===== src/rtl/fir_out_requant.sv =====
// ============================================================================
// fir_out_requant
// ----------------------------------------------------------------------------
// Purpose:
//   Output-side companion to the FIR filter. Requantizes the 32-bit signed
//   filter result to 16-bit samples: arithmetic right shift by SHIFT, optional
//   round-half-up, and saturation to the int16 range. After every LP/HP mode
//   switch, SETTLE transient samples are discarded. Accepted samples are
//   queued in a DEPTH-entry FIFO with a ready/valid output.
//
// Build option:
//   FIR_REQ_ROUND_EN  defined   -> round-half-up (add 1<<(SHIFT-1) before shift)
//                     undefined -> truncation (floor via arithmetic shift)
//
// Parameters:
//   SHIFT   right-shift amount, 1..16
//   DEPTH   FIFO entries, power of 2, >= 2
//   SETTLE  samples discarded after a mode change (0 = never discard)
//
// Ports:
//   clk         clock, rising edge
//   reset       synchronous active-high reset
//   mode        filter mode (0 = LP, 1 = HP)
//   y_in        signed 32-bit filter output
//   y_valid     y_in valid this cycle
//   sample_out  signed 16-bit sample at FIFO head (holds last value when empty)
//   out_valid   FIFO not empty
//   out_ready   downstream accepts sample_out
//   fifo_full   FIFO holds DEPTH entries
//   level       FIFO occupancy
//   sat_count   saturated samples written to the FIFO (sticky at 0xFFFF)
//   drop_count  samples lost on a full FIFO (sticky at 0xFFFF)
// ============================================================================
module fir_out_requant #(
    parameter int SHIFT  = 8,
    parameter int DEPTH  = 8,
    parameter int SETTLE = 4
) (
    input  logic                       clk,
    input  logic                       reset,
    input  logic                       mode,
    input  logic signed [31:0]         y_in,
    input  logic                       y_valid,
    output logic signed [15:0]         sample_out,
    output logic                       out_valid,
    input  logic                       out_ready,
    output logic                       fifo_full,
    output logic [$clog2(DEPTH):0]     level,
    output logic [15:0]                sat_count,
    output logic [15:0]                drop_count
);

    localparam int AW = $clog2(DEPTH);
    localparam int LW = AW + 1;
    localparam int SW = (SETTLE > 1) ? $clog2(SETTLE) : 1;
    localparam logic [SW-1:0] SETTLE_LOAD = (SETTLE > 1) ? SW'(SETTLE - 1) : '0;

`ifdef FIR_REQ_ROUND_EN
    localparam logic signed [32:0] RND33 = 33'(1) << (SHIFT - 1);
`else
    localparam logic signed [32:0] RND33 = '0;
`endif

    // 33-bit add keeps the rounding offset from overflowing at the int32 top.
    function automatic logic signed [32:0] round_shift(input logic signed [31:0] y);
        logic signed [32:0] t;
        t = {y[31], y} + RND33;
        return t >>> SHIFT;
    endfunction

    function automatic logic clamped(input logic signed [32:0] q);
        return (q > 33'sd32767) || (q < -33'sd32768);
    endfunction

    function automatic logic signed [15:0] saturate(input logic signed [32:0] q);
        if (q > 33'sd32767)
            return 16'sh7FFF;
        else if (q < -33'sd32768)
            return 16'sh8000;
        else
            return q[15:0];
    endfunction

    // ---- mode tracking / settle window -------------------------------------
    logic          mode_q;
    logic [SW-1:0] settle_cnt;
    logic          change;
    logic          discard;

    assign change  = (mode != mode_q);
    // The change cycle itself discards, so the counter only needs SETTLE-1.
    assign discard = (SETTLE != 0) && (change || (settle_cnt != '0));

    always_ff @(posedge clk) begin
        if (reset) begin
            mode_q     <= mode;   // no spurious settle when reset releases
            settle_cnt <= '0;
        end else if (change) begin
            mode_q     <= mode;
            settle_cnt <= SETTLE_LOAD;
        end else if (y_valid && (settle_cnt != '0)) begin
            settle_cnt <= settle_cnt - 1'b1;
        end
    end

    // ---- stage p0: requantize (combinational) ------------------------------
    logic signed [32:0] q_p0;
    logic signed [15:0] data_p0;
    logic               sat_p0;

    assign q_p0    = round_shift(y_in);
    assign data_p0 = saturate(q_p0);
    assign sat_p0  = clamped(q_p0);

    // ---- stage p1: requant register ----------------------------------------
    logic signed [15:0] data_p1;
    logic               sat_p1;
    logic               vld_p1;

    always_ff @(posedge clk) begin
        data_p1 <= data_p0;
        sat_p1  <= sat_p0;
    end

    always_ff @(posedge clk) begin
        if (reset)
            vld_p1 <= 1'b0;
        else
            vld_p1 <= y_valid && !discard;
    end

    // ---- stage p2: FIFO -----------------------------------------------------
    logic signed [15:0] mem [DEPTH];
    logic [AW-1:0]      wr_ptr;
    logic [AW-1:0]      rd_ptr;
    logic [LW-1:0]      count;
    logic signed [15:0] last_q;
    logic               full;
    logic               rd_en;
    logic               wr_en;
    logic               drop;

    assign full  = (count == LW'(DEPTH));
    assign rd_en = out_valid && out_ready;
    // A full FIFO still accepts a write when a read frees a slot this cycle.
    assign wr_en = vld_p1 && (!full || rd_en);
    assign drop  = vld_p1 && full && !rd_en;

    always_ff @(posedge clk) begin
        if (wr_en)
            mem[wr_ptr] <= data_p1;
    end

    always_ff @(posedge clk) begin
        if (reset) begin
            wr_ptr     <= '0;
            rd_ptr     <= '0;
            count      <= '0;
            last_q     <= '0;
            sat_count  <= '0;
            drop_count <= '0;
        end else begin
            if (wr_en)
                wr_ptr <= wr_ptr + 1'b1;
            if (rd_en) begin
                rd_ptr <= rd_ptr + 1'b1;
                last_q <= mem[rd_ptr];
            end
            case ({wr_en, rd_en})
                2'b10:   count <= count + 1'b1;
                2'b01:   count <= count - 1'b1;
                default: count <= count;
            endcase
            if (wr_en && sat_p1 && (sat_count != 16'hFFFF))
                sat_count <= sat_count + 16'd1;
            if (drop && (drop_count != 16'hFFFF))
                drop_count <= drop_count + 16'd1;
        end
    end

    assign out_valid  = (count != '0);
    assign fifo_full  = full;
    assign level      = count;
    // last_q keeps the head value visible once the FIFO drains.
    assign sample_out = out_valid ? mem[rd_ptr] : last_q;

endmodule

===== config.mk =====
export PLATFORM = sky130hd
export DESIGN_NAME = fir_out_requant
export DESIGN_NICKNAME = d
export VERILOG_FILES = /design/src/rtl/fir_out_requant.sv
export SDC_FILE = /design/constraint.sdc
export NUM_CORES = 1
export LEC_CHECK = 0
export ABC_AREA = 1
export BUFFER_PORTS_ARGS = -buffer_cell sky130_fd_sc_hd__buf_4
export CORE_UTILIZATION = 60
export CTS_BUF_LIST = sky130_fd_sc_hd__clkbuf_2
export CTS_CLUSTER_SIZE = 40
export DETAILED_ROUTE_END_ITERATION = 8
export GPL_TIMING_DRIVEN = 1
export HOLD_SLACK_MARGIN = 0.02
export PLACE_DENSITY = 0.81
export SLEW_MARGIN = 20
export SYNTH_ARGS = -nofsm -noshare
export SYNTH_HDL_FRONTEND = slang
export SYNTH_SLANG_ARGS = --single-unit

===== constraint.sdc =====
create_clock -name clk -period 3.6 [get_ports clk]
set_input_delay 0.54 -clock clk [delete_from_list [all_inputs] [get_ports clk]]
set_output_delay 0.54 -clock clk [all_outputs]
set_load 0.02 [all_outputs]

-- Yosys cells after proc, flatten, opt, wreduce, memory -nomap -nowiden
Memory sizes are Yosys's and may differ from the RTL's. A register that Yosys moved wholly into a read port is not among the register bits.
Index checks and enable logic that the tools add are counted.
- register bits: 79
- latch bits: 0
- memory bits (writable): 128
- bits in read-only memories: 0
- bits of input ports: 37
- output and inout bits: 54
- logic and storage cells: 58
- memories kept: 1
- memory list (memory ; depth ; width ; read ports ; clocked after Yosys merged registers in ; write ports ; RTL line ; source):
    mem ; 8 ; 16 ; 1 ; 1 ; 1 ; 133 ; logic signed [15:0] mem [DEPTH];
- add/subtract/negate cells: 7
- multiply operators: 0
- divide/modulo/power cells: 0
- order comparisons: 2
- eq/ne operators: 6
- shifts and indexed selects: 0
- mux-type cells: 11
- bitwise operators: 0
- reductions and logical operators: 20
- operators with widths (kind ; count):
    16-bit by 1-bit adder with 16-bit output, second input constant ; 2
    16-bit two-way mux ; 2
    16-bit inequality test, second input constant ; 2
    24-bit by 16-bit > comparator with 1-bit output, second input constant ; 1
    24-bit by 16-bit < comparator with 1-bit output, second input constant ; 1
    1-bit logical AND ; 9
    4-bit case mux with 2 select lines ; 1
    2-bit nonzero test ; 4
    3-bit by 1-bit adder with 3-bit output, second input constant ; 2
    3-bit two-way mux ; 2
    4-bit by 1-bit adder with 4-bit output, second input constant ; 1
    4-bit == test, second input constant ; 1
    1-bit two-way mux ; 4
    2-bit two-way mux ; 2
    4-bit nonzero test ; 1
    4-bit by 1-bit subtractor with 4-bit output, second input constant ; 1
    1-bit logical NOT ; 3
    1-bit logical OR ; 3
    2-bit by 1-bit == test with 1-bit output, second input constant ; 1
    2-bit == test, second input constant ; 1
    2-bit by 1-bit subtractor with 2-bit output, second input constant ; 1
    1-bit inequality test ; 1

-- Depth between registers and ports, before layout
Gate-level depths: netlist of run 1.
- depth in word-level cells: 6
- depth in mapped cells: 13

-- Worst setup path before layout of run 1
OpenSTA, ideal clock, no wires.
- kind: register to register
- start point: reg count[2] (netlist: level[2])
- end point: mem mem[0][0] (enable)
- library setup time: 388 ps
- arrival: 1846 ps
- required time: 3212 ps
- slack: 1366 ps
- cell stages (with the launch flop): 7
- buffers on the path: 0
- cells stage by stage: dfxtp_1 > inv_1 > nand4_4 > nand2_1 > inv_1 > nand2_1 > nor2_1
- cells in the longest elaborated chain, start to end: 6
- elaborated cells on any way between the ends: 8
- those cells by class: eq/ne: 1; mux: 2; reduce/logical: 5
- RTL lines (item ; RTL line ; source):
    start: declaration ; 136 ; logic [LW-1:0] count;
    start signal: assignment ; 170 ; 2'b10: count <= count + 1'b1;
    start signal: assignment ; 171 ; 2'b01: count <= count - 1'b1;
    start signal: assignment ; 172 ; default: count <= count;
    4-bit == test / 4-bit nonzero test (equally long branches) ; 143, 181 ;
    1-bit logical NOT / 1-bit logical AND (equally long branches) ; 146, 144 ;
    1-bit logical OR * ; 146 ; assign wr_en = vld_p1 && (!full || rd_en);
    1-bit logical AND * ; 146 ;
    1-bit two-way mux * ; 150 ; if (wr_en)
    1-bit two-way mux (not written as such) * ; 151 ; mem[wr_ptr] <= data_p1;
    end: declaration ; 133 ;
Mark *: on every way between the ends. The rest lies on a longest branch, timed or not.

==> results.sh, run 1 <==
export IMPL_clockBufferDepth=3
export IMPL_place_area_um2=9630
export IMPL_final_setup_tns_ns=0
export IMPL_r2r_worst_path_cells=7
export IMPL_layout_common_cells="180 x nand2_1, 157 x nor2_1, 131 x o21ai_0"
export IMPL_path_depth=7
export IMPL_yosysUniqueCellTypes=38
export IMPL_dp_hpwl_um=11300
export IMPL_routed_wl_um=18000
export IMPL_endpoint="sample_out[14]"
export IMPL_fillCellCount=1115
export IMPL_cap_violations=0
export IMPL_reg2reg_setup_slack_ns=1.33
export IMPL_r2r_end="mem[0][12]"
export IMPL_holdWs_ns=0.140
export IMPL_worstSkewPairLatency_ns=0.79
export IMPL_initial_core_util_pct=61.5
export IMPL_routed_via_density=5.28
export IMPL_layout_commonest_cell="nand2_1"
export IMPL_die_h_um=124
export IMPL_cp_start_kind="register"
export IMPL_pre_cts_ws_ns=1.14
export IMPL_synthToLayoutAreaGrowth_pct=15.6
export IMPL_async_flop_share_pct=0
export IMPL_synthCells=926
export IMPL_post_route_cell_area_um2=10300
export IMPL_cts_tree="built"
export IMPL_syn_nets=969
export IMPL_drtIter0Drc=468
export IMPL_drc=0
export IMPL_post_route_period_util_pct=91.4
export IMPL_clock_skew_ns=0.0574
export IMPL_rr_startpoint="level[2]"
export IMPL_slowest_delay_ns=0.39
export IMPL_hold_violations=0
export IMPL_synth_area_leaders="edfxtp_1 44%, dfxtp_1 18%, nand2_1 7.6%"
export IMPL_grt_pass1_vias=6012
export IMPL_io_buffers=82
export IMPL_antenna_left=0
export IMPL_firstDrtPassIters=6
export IMPL_cts_max_level=2
export IMPL_hold_class="input pin to register"
export IMPL_ys_seq_area_share_pct=61.7
export IMPL_place_congestion=0.831
export IMPL_clk_pin_slew_ns=0.11
export IMPL_grt_pass1_wl_um=27900
export IMPL_synth_edf_count=129
export IMPL_ys_warn_count=0
export IMPL_path_class="register to primary output"
export IMPL_overflow=0
export IMPL_endpoint_kind="primary output"
export IMPL_finalNetCount=1094
export IMPL_p_per_area_nw_per_um2=635
export IMPL_drive_gt1_share_pct=19.5
export IMPL_synth_top_area_cell="edfxtp_1"
export IMPL_synth_top_area_share_pct=43.5
export IMPL_synth_ff_type="edfxtp_1"
export IMPL_antenna_found_initial=1
export IMPL_worst_path_max_delay_cell="inv_2"
export IMPL_grt_max_degree=65
export IMPL_core_area_um2=14500
export IMPL_drv_slew=0
export IMPL_cts_buffers_inserted=52
export IMPL_ir_worst_vdd_v=0.000428
export IMPL_postCtsSetupBuffers=0
export IMPL_critPathRequiredTime_ns=3.06
export IMPL_worst_path_buf_inv=3
export IMPL_path_cells="inv_2, buf_4, nor2_1, o211ai_1, o21ai_0, o21ai_0, buf_4"
export IMPL_report_power_total_mw=6.53
export IMPL_synth_seq_cells=210
export IMPL_cts_root_buf="clkbuf_2"
export IMPL_worst_pin_slew_ns=0.977
export IMPL_vias=6759
export IMPL_relSlewSlack_pct=34.8
export IMPL_syn_cell_area_um2=8900
export IMPL_fmax_ghz=0.304
export IMPL_wl_per_cell_um=14.0
export IMPL_status="complete, no violations"
export IMPL_die_x_um=124
export IMPL_avgSynthCellArea_um2=9.62
export IMPL_crit_arrival_ns=2.75
export IMPL_cts_sinks=210
export IMPL_die_area_um2=15300
export IMPL_cp_top_family="buffers and inverters"
export IMPL_path_max_fanout=31
export IMPL_track_usage_pct=23.9
export IMPL_rsz0062_at_grt="no"
export IMPL_finalSetupViolations=0
export IMPL_fin_crit_ns=3.29
export IMPL_worst_slack_ns=0.309
export IMPL_row_count=44
export IMPL_io_pins=91
export IMPL_leakagePower_nw=3.96
==> synthesized netlist by cell type, types with 2 or more instances <==
master      n
nand2_1   180
nor2_1    157
o21ai_0   131
edfxtp_1  129
dfxtp_1    81
a21oi_1    47
inv_1      39
nand3_1    27
clkbuf_1   26
o211ai_1   16
o21ai_1    11
nand4_1    10
xnor2_1     9
xor2_1      8
buf_2       7
ha_1        6
a21oi_2     5
buf_6       4
buf_4       3
nand2_2     3
nor2_4      3
and2_1      2
clkbuf_2    2
inv_2       2
nand3_4     2
nand3b_1    2
nor2_2      2
nor4_1      2
==> worst min-delay path by stage <==
stage,start,to,slack (ns),cells after the start
after floorplan,rd_ptr[2],register,0.43,2
after global placement,rd_ptr[2],rd_ptr[2],0.45,2
after detailed placement,rd_ptr[2],register,0.47,2
after CTS,reset,drop_count[11],0.07,2
after global routing,reset,drop_count[12],0.11,2
final,reset,drop_count[9],0.14,2
==> logic make-up (layout without fill, tap and decap cells) <==
kind of cell | count (synthesis) | count (layout) | share of synthesized area [%]
other cells | 0 | 1 | 0
xor+xnor | 17 | 17 | 1.67
flops | 210 | 210 | 61.7
buf+inv | 86 | 255 | 4.38
simple gates | 395 | 395 | 18.8
fa+ha+maj | 6 | 6 | 0.843
compound gates | 212 | 212 | 12.6
==> per-layer routing <==
layer	global-route usage (%)	up-vias	share of wire [%]
met5	0	-	0
li1	-	3452	-
met4	9.86	0	1.5
met2	37.7	235	47
met1	31.9	3049	44
met3	5.40	23	7.2
==> power breakdown <==
part | switching, mW | internal [mW] | total [mW]
Sequential | 0.175 | 2.71 | 2.89
Clock | 0.900 | 0.642 | 1.54
Combinational | 1.37 | 0.738 | 2.11
==> what timing repair did <==
item,in CTS,in global routing
hold endpoints to repair,18,0
gates resized for setup,0,0
endpoints found under the setup margin,0,0
hold buffers,18,0
==> through the flow <==
| stage | std cells | utilization, % |
|---|---|---|
| after floorplan | 926 | - |
| after global placement | 1163 | 66.5 |
| after detailed placement | 1163 | 66.5 |
| after CTS | 1279 | 71.1 |
| after global routing | 1280 | 71.1 |
| final | 1280 | 71.1 |
==> area by class of cell <==
class	instances	area [um2]	area share, %
flip-flops and latches	210	5500	53.4
multi-input cells	630	3020	29.3
repair buffers	114	901	8.75
clock buffers	89	445	4.33
well taps	184	230	2.24
inverters	43	165	1.60
clock inverters	9	36.3	0.352
diodes	1	2.50	0.0243
==> sequential cells by signal (all words and copies together), names as in the netlist, named ones only <==
| register | count |
|---|---|
| mem | 128 |
| data_p1 | 16 |
| drop_count | 16 |
| last_q | 16 |
| sat_count | 16 |
| level | 4 |
| rd_ptr | 3 |
| wr_ptr | 3 |
| settle_cnt | 2 |
| mode_q | 1 |
| sat_p1 | 1 |
| vld_p1 | 1 |
No activity file was read; power rests on OpenSTA's default activity.
==> inputs of run 2 (changes only) <==
- clock period: 3.6 -> 3.9 ns (I/O delays scaled with it)
==> results.sh, run 2 (synthesized netlist as in run 1, its figures left out) <==
export IMPL_p_per_area_nw_per_um2=588
export IMPL_relSlewSlack_pct=32.2
export IMPL_wl_per_cell_um=13.8
export IMPL_cp_common_cell="o21ai_0"
export IMPL_grt_pass1_wl_um=27800
export IMPL_fmax_ghz=0.286
export IMPL_internal_power_mw=3.77
export IMPL_row_count=44
export IMPL_endpoint_kind="primary output"
export IMPL_hold_violations=0
export IMPL_io_pins=91
export IMPL_cts_sinks=210
export IMPL_finalSetupViolations=0
export IMPL_antenna_cells=0
export IMPL_clockBufferDepth=3
export IMPL_fillCellCount=1120
export IMPL_comb_power_share_pct=32.3
export IMPL_worstSkewPairLatency_ns=0.79
export IMPL_postCtsSetupBuffers=0
export IMPL_regArea_um2=5500
export IMPL_drc=0
export IMPL_initial_core_util_pct=61.5
export IMPL_io_buffers=82
export IMPL_p_switching_mw=2.25
export IMPL_route_met3_wl_um=1250
export IMPL_drive_gt1_share_pct=18.6
export IMPL_path_max_fanout=37
export IMPL_routed_wl_um=17600
export IMPL_multi_input_area_um2=3020
export IMPL_rsz0062_at_grt="no"
export IMPL_die_x_um=124
export IMPL_status="complete, no violations"
export IMPL_cp_start_kind="register"
export IMPL_firstDrtPassIters=5
export IMPL_crit_arrival_ns=2.91
export IMPL_place_congestion=0.820
export IMPL_cts_max_level=2
export IMPL_post_route_period_util_pct=89.7
export IMPL_leakagePower_nw=3.92
export IMPL_slowest_delay_ns=0.76
export IMPL_clock_skew_ns=0.0651
export IMPL_overflow=0
export IMPL_track_usage_pct=23.8
export IMPL_critPathRequiredTime_ns=3.31
export IMPL_power_frac_seq_pct=44.2
export IMPL_clk_pin_slew_ns=0.10
export IMPL_finalNetCount=1089
export IMPL_vias=6696
export IMPL_cts_buffers_inserted=50
export IMPL_core_area_um2=14500
export IMPL_path_cells="buf_4, nor2_1, o21ai_0, o21ai_0, o21ai_0, o21ai_0, buf_4"
export IMPL_final_setup_tns_ns=0
export IMPL_cts_tree="built"
export IMPL_drv_slew=0
export IMPL_hold_class="input pin to register"
export IMPL_layout_commonest_cell="nand2_1"
export IMPL_worst_path_max_delay_cell="dfxtp_2"
export IMPL_routed_via_density=5.26
export IMPL_die_area_um2=15300
export IMPL_wl_met1_um=7710
export IMPL_top_register="mem"
export IMPL_grt_max_degree=65
export IMPL_grt_pass1_vias=5883
export IMPL_fin_crit_ns=3.50
export IMPL_final_core_util_pct=70.9
export IMPL_worst_pin_slew_ns=1.02
export IMPL_clkPwrFrac_pct=23.5
export IMPL_wl_met2_um=8370
export IMPL_largest_register_ffs=128
export IMPL_dp_hpwl_um=11100
export IMPL_path_class="register to primary output"
export IMPL_ir_worst_vdd_v=0.000401
export IMPL_antenna_found_initial=0
export IMPL_cap_violations=0
export IMPL_synthToLayoutAreaGrowth_pct=15.2
export IMPL_layout_common_cells="180 x nand2_1, 157 x nor2_1, 131 x o21ai_0"
export IMPL_swShare_pct=37.4
export IMPL_antenna_left=0
export IMPL_cts_root_buf="clkbuf_2"
export IMPL_top_layer_used="met4"
export IMPL_die_h_um=124
export IMPL_drtIter0Drc=438
run 2: cell count changes in the layout (fill, tap and decap cells not counted), sizes merged:
cell         previous run  this run
bufinv                  0         1
clkbuf                 89        76
dlygate4sd3            18        15
diode                   1         0
clkinv                  8        16
run 2: metal layers:
| layer | GRT usage, % | vias up |
|---|---|---|
| met5 | 0 | - |
| met4 | 7.30 | 0 |
| met3 | 6.14 | 26 |
| met2 | 38.6 | 200 |
| met1 | 31.3 | 3038 |
| li1 | - | 3432 |
run 2: through the flow:
step / hold WS, ns / power [mW] / cells / area (um2) / setup slack, ns
after floorplan: 0.433 / 4.01 / 926 / 8900 / 1.67
after global placement: 0.449 / 4.60 / 1163 / 9630 / 1.23
after detailed placement: 0.457 / 4.65 / 1163 / 9630 / 1.22
after CTS: 0.0355 / 6.07 / 1272 / 10300 / 0.326
after global routing: 0.0354 / 6.45 / 1272 / 10300 / 0.157
final: 0.0950 / 6.03 / 1272 / 10300 / 0.402
run 2: final cells by class:
class	count	share of cell area [%]
clock buffer	76	3.71
inverter	43	1.61
tap	184	2.24
clock inverter	18	0.939
timing repair buffer	111	8.49
sequential	210	53.6
multi-input combinational	630	29.4
run 2: final timing paths:
check / start / slack [ns] / cells past startpoint / to
worst max-delay path: register / 0.40 / 7 / sample_out[15]
worst min-delay path: y_in[14] / 0.09 / 3 / data_p1[6]
worst max register to register: register / 1.84 / 6 / last_q[7]
worst min register to register: rd_ptr[2] / 0.47 / 2 / register
run 2: worst max-delay path: cells and delay by family, from the launching register on:
family / cells / cell delay, ns
flops: 1 / 0.76
simple gates: 1 / 0.06
compound gates: 4 / 0.79
buf+inv: 2 / 0.51
run 2: timing repair:
| item | in CTS | in global routing |
|---|---|---|
| hold buffers | 15 | 0 |
| gates resized for setup | 0 | 0 |
| endpoints found under the hold margin | 15 | 0 |
run 2: power by group through the flow:
stage	Sequential (mW)	Clock [mW]	Combinational (mW)
after floorplan	2.66	0	1.35
after global placement	2.71	0	1.89
after detailed placement	2.71	0	1.94
after CTS	2.66	1.46	1.95
after global routing	2.69	1.58	2.19
final	2.66	1.42	1.95
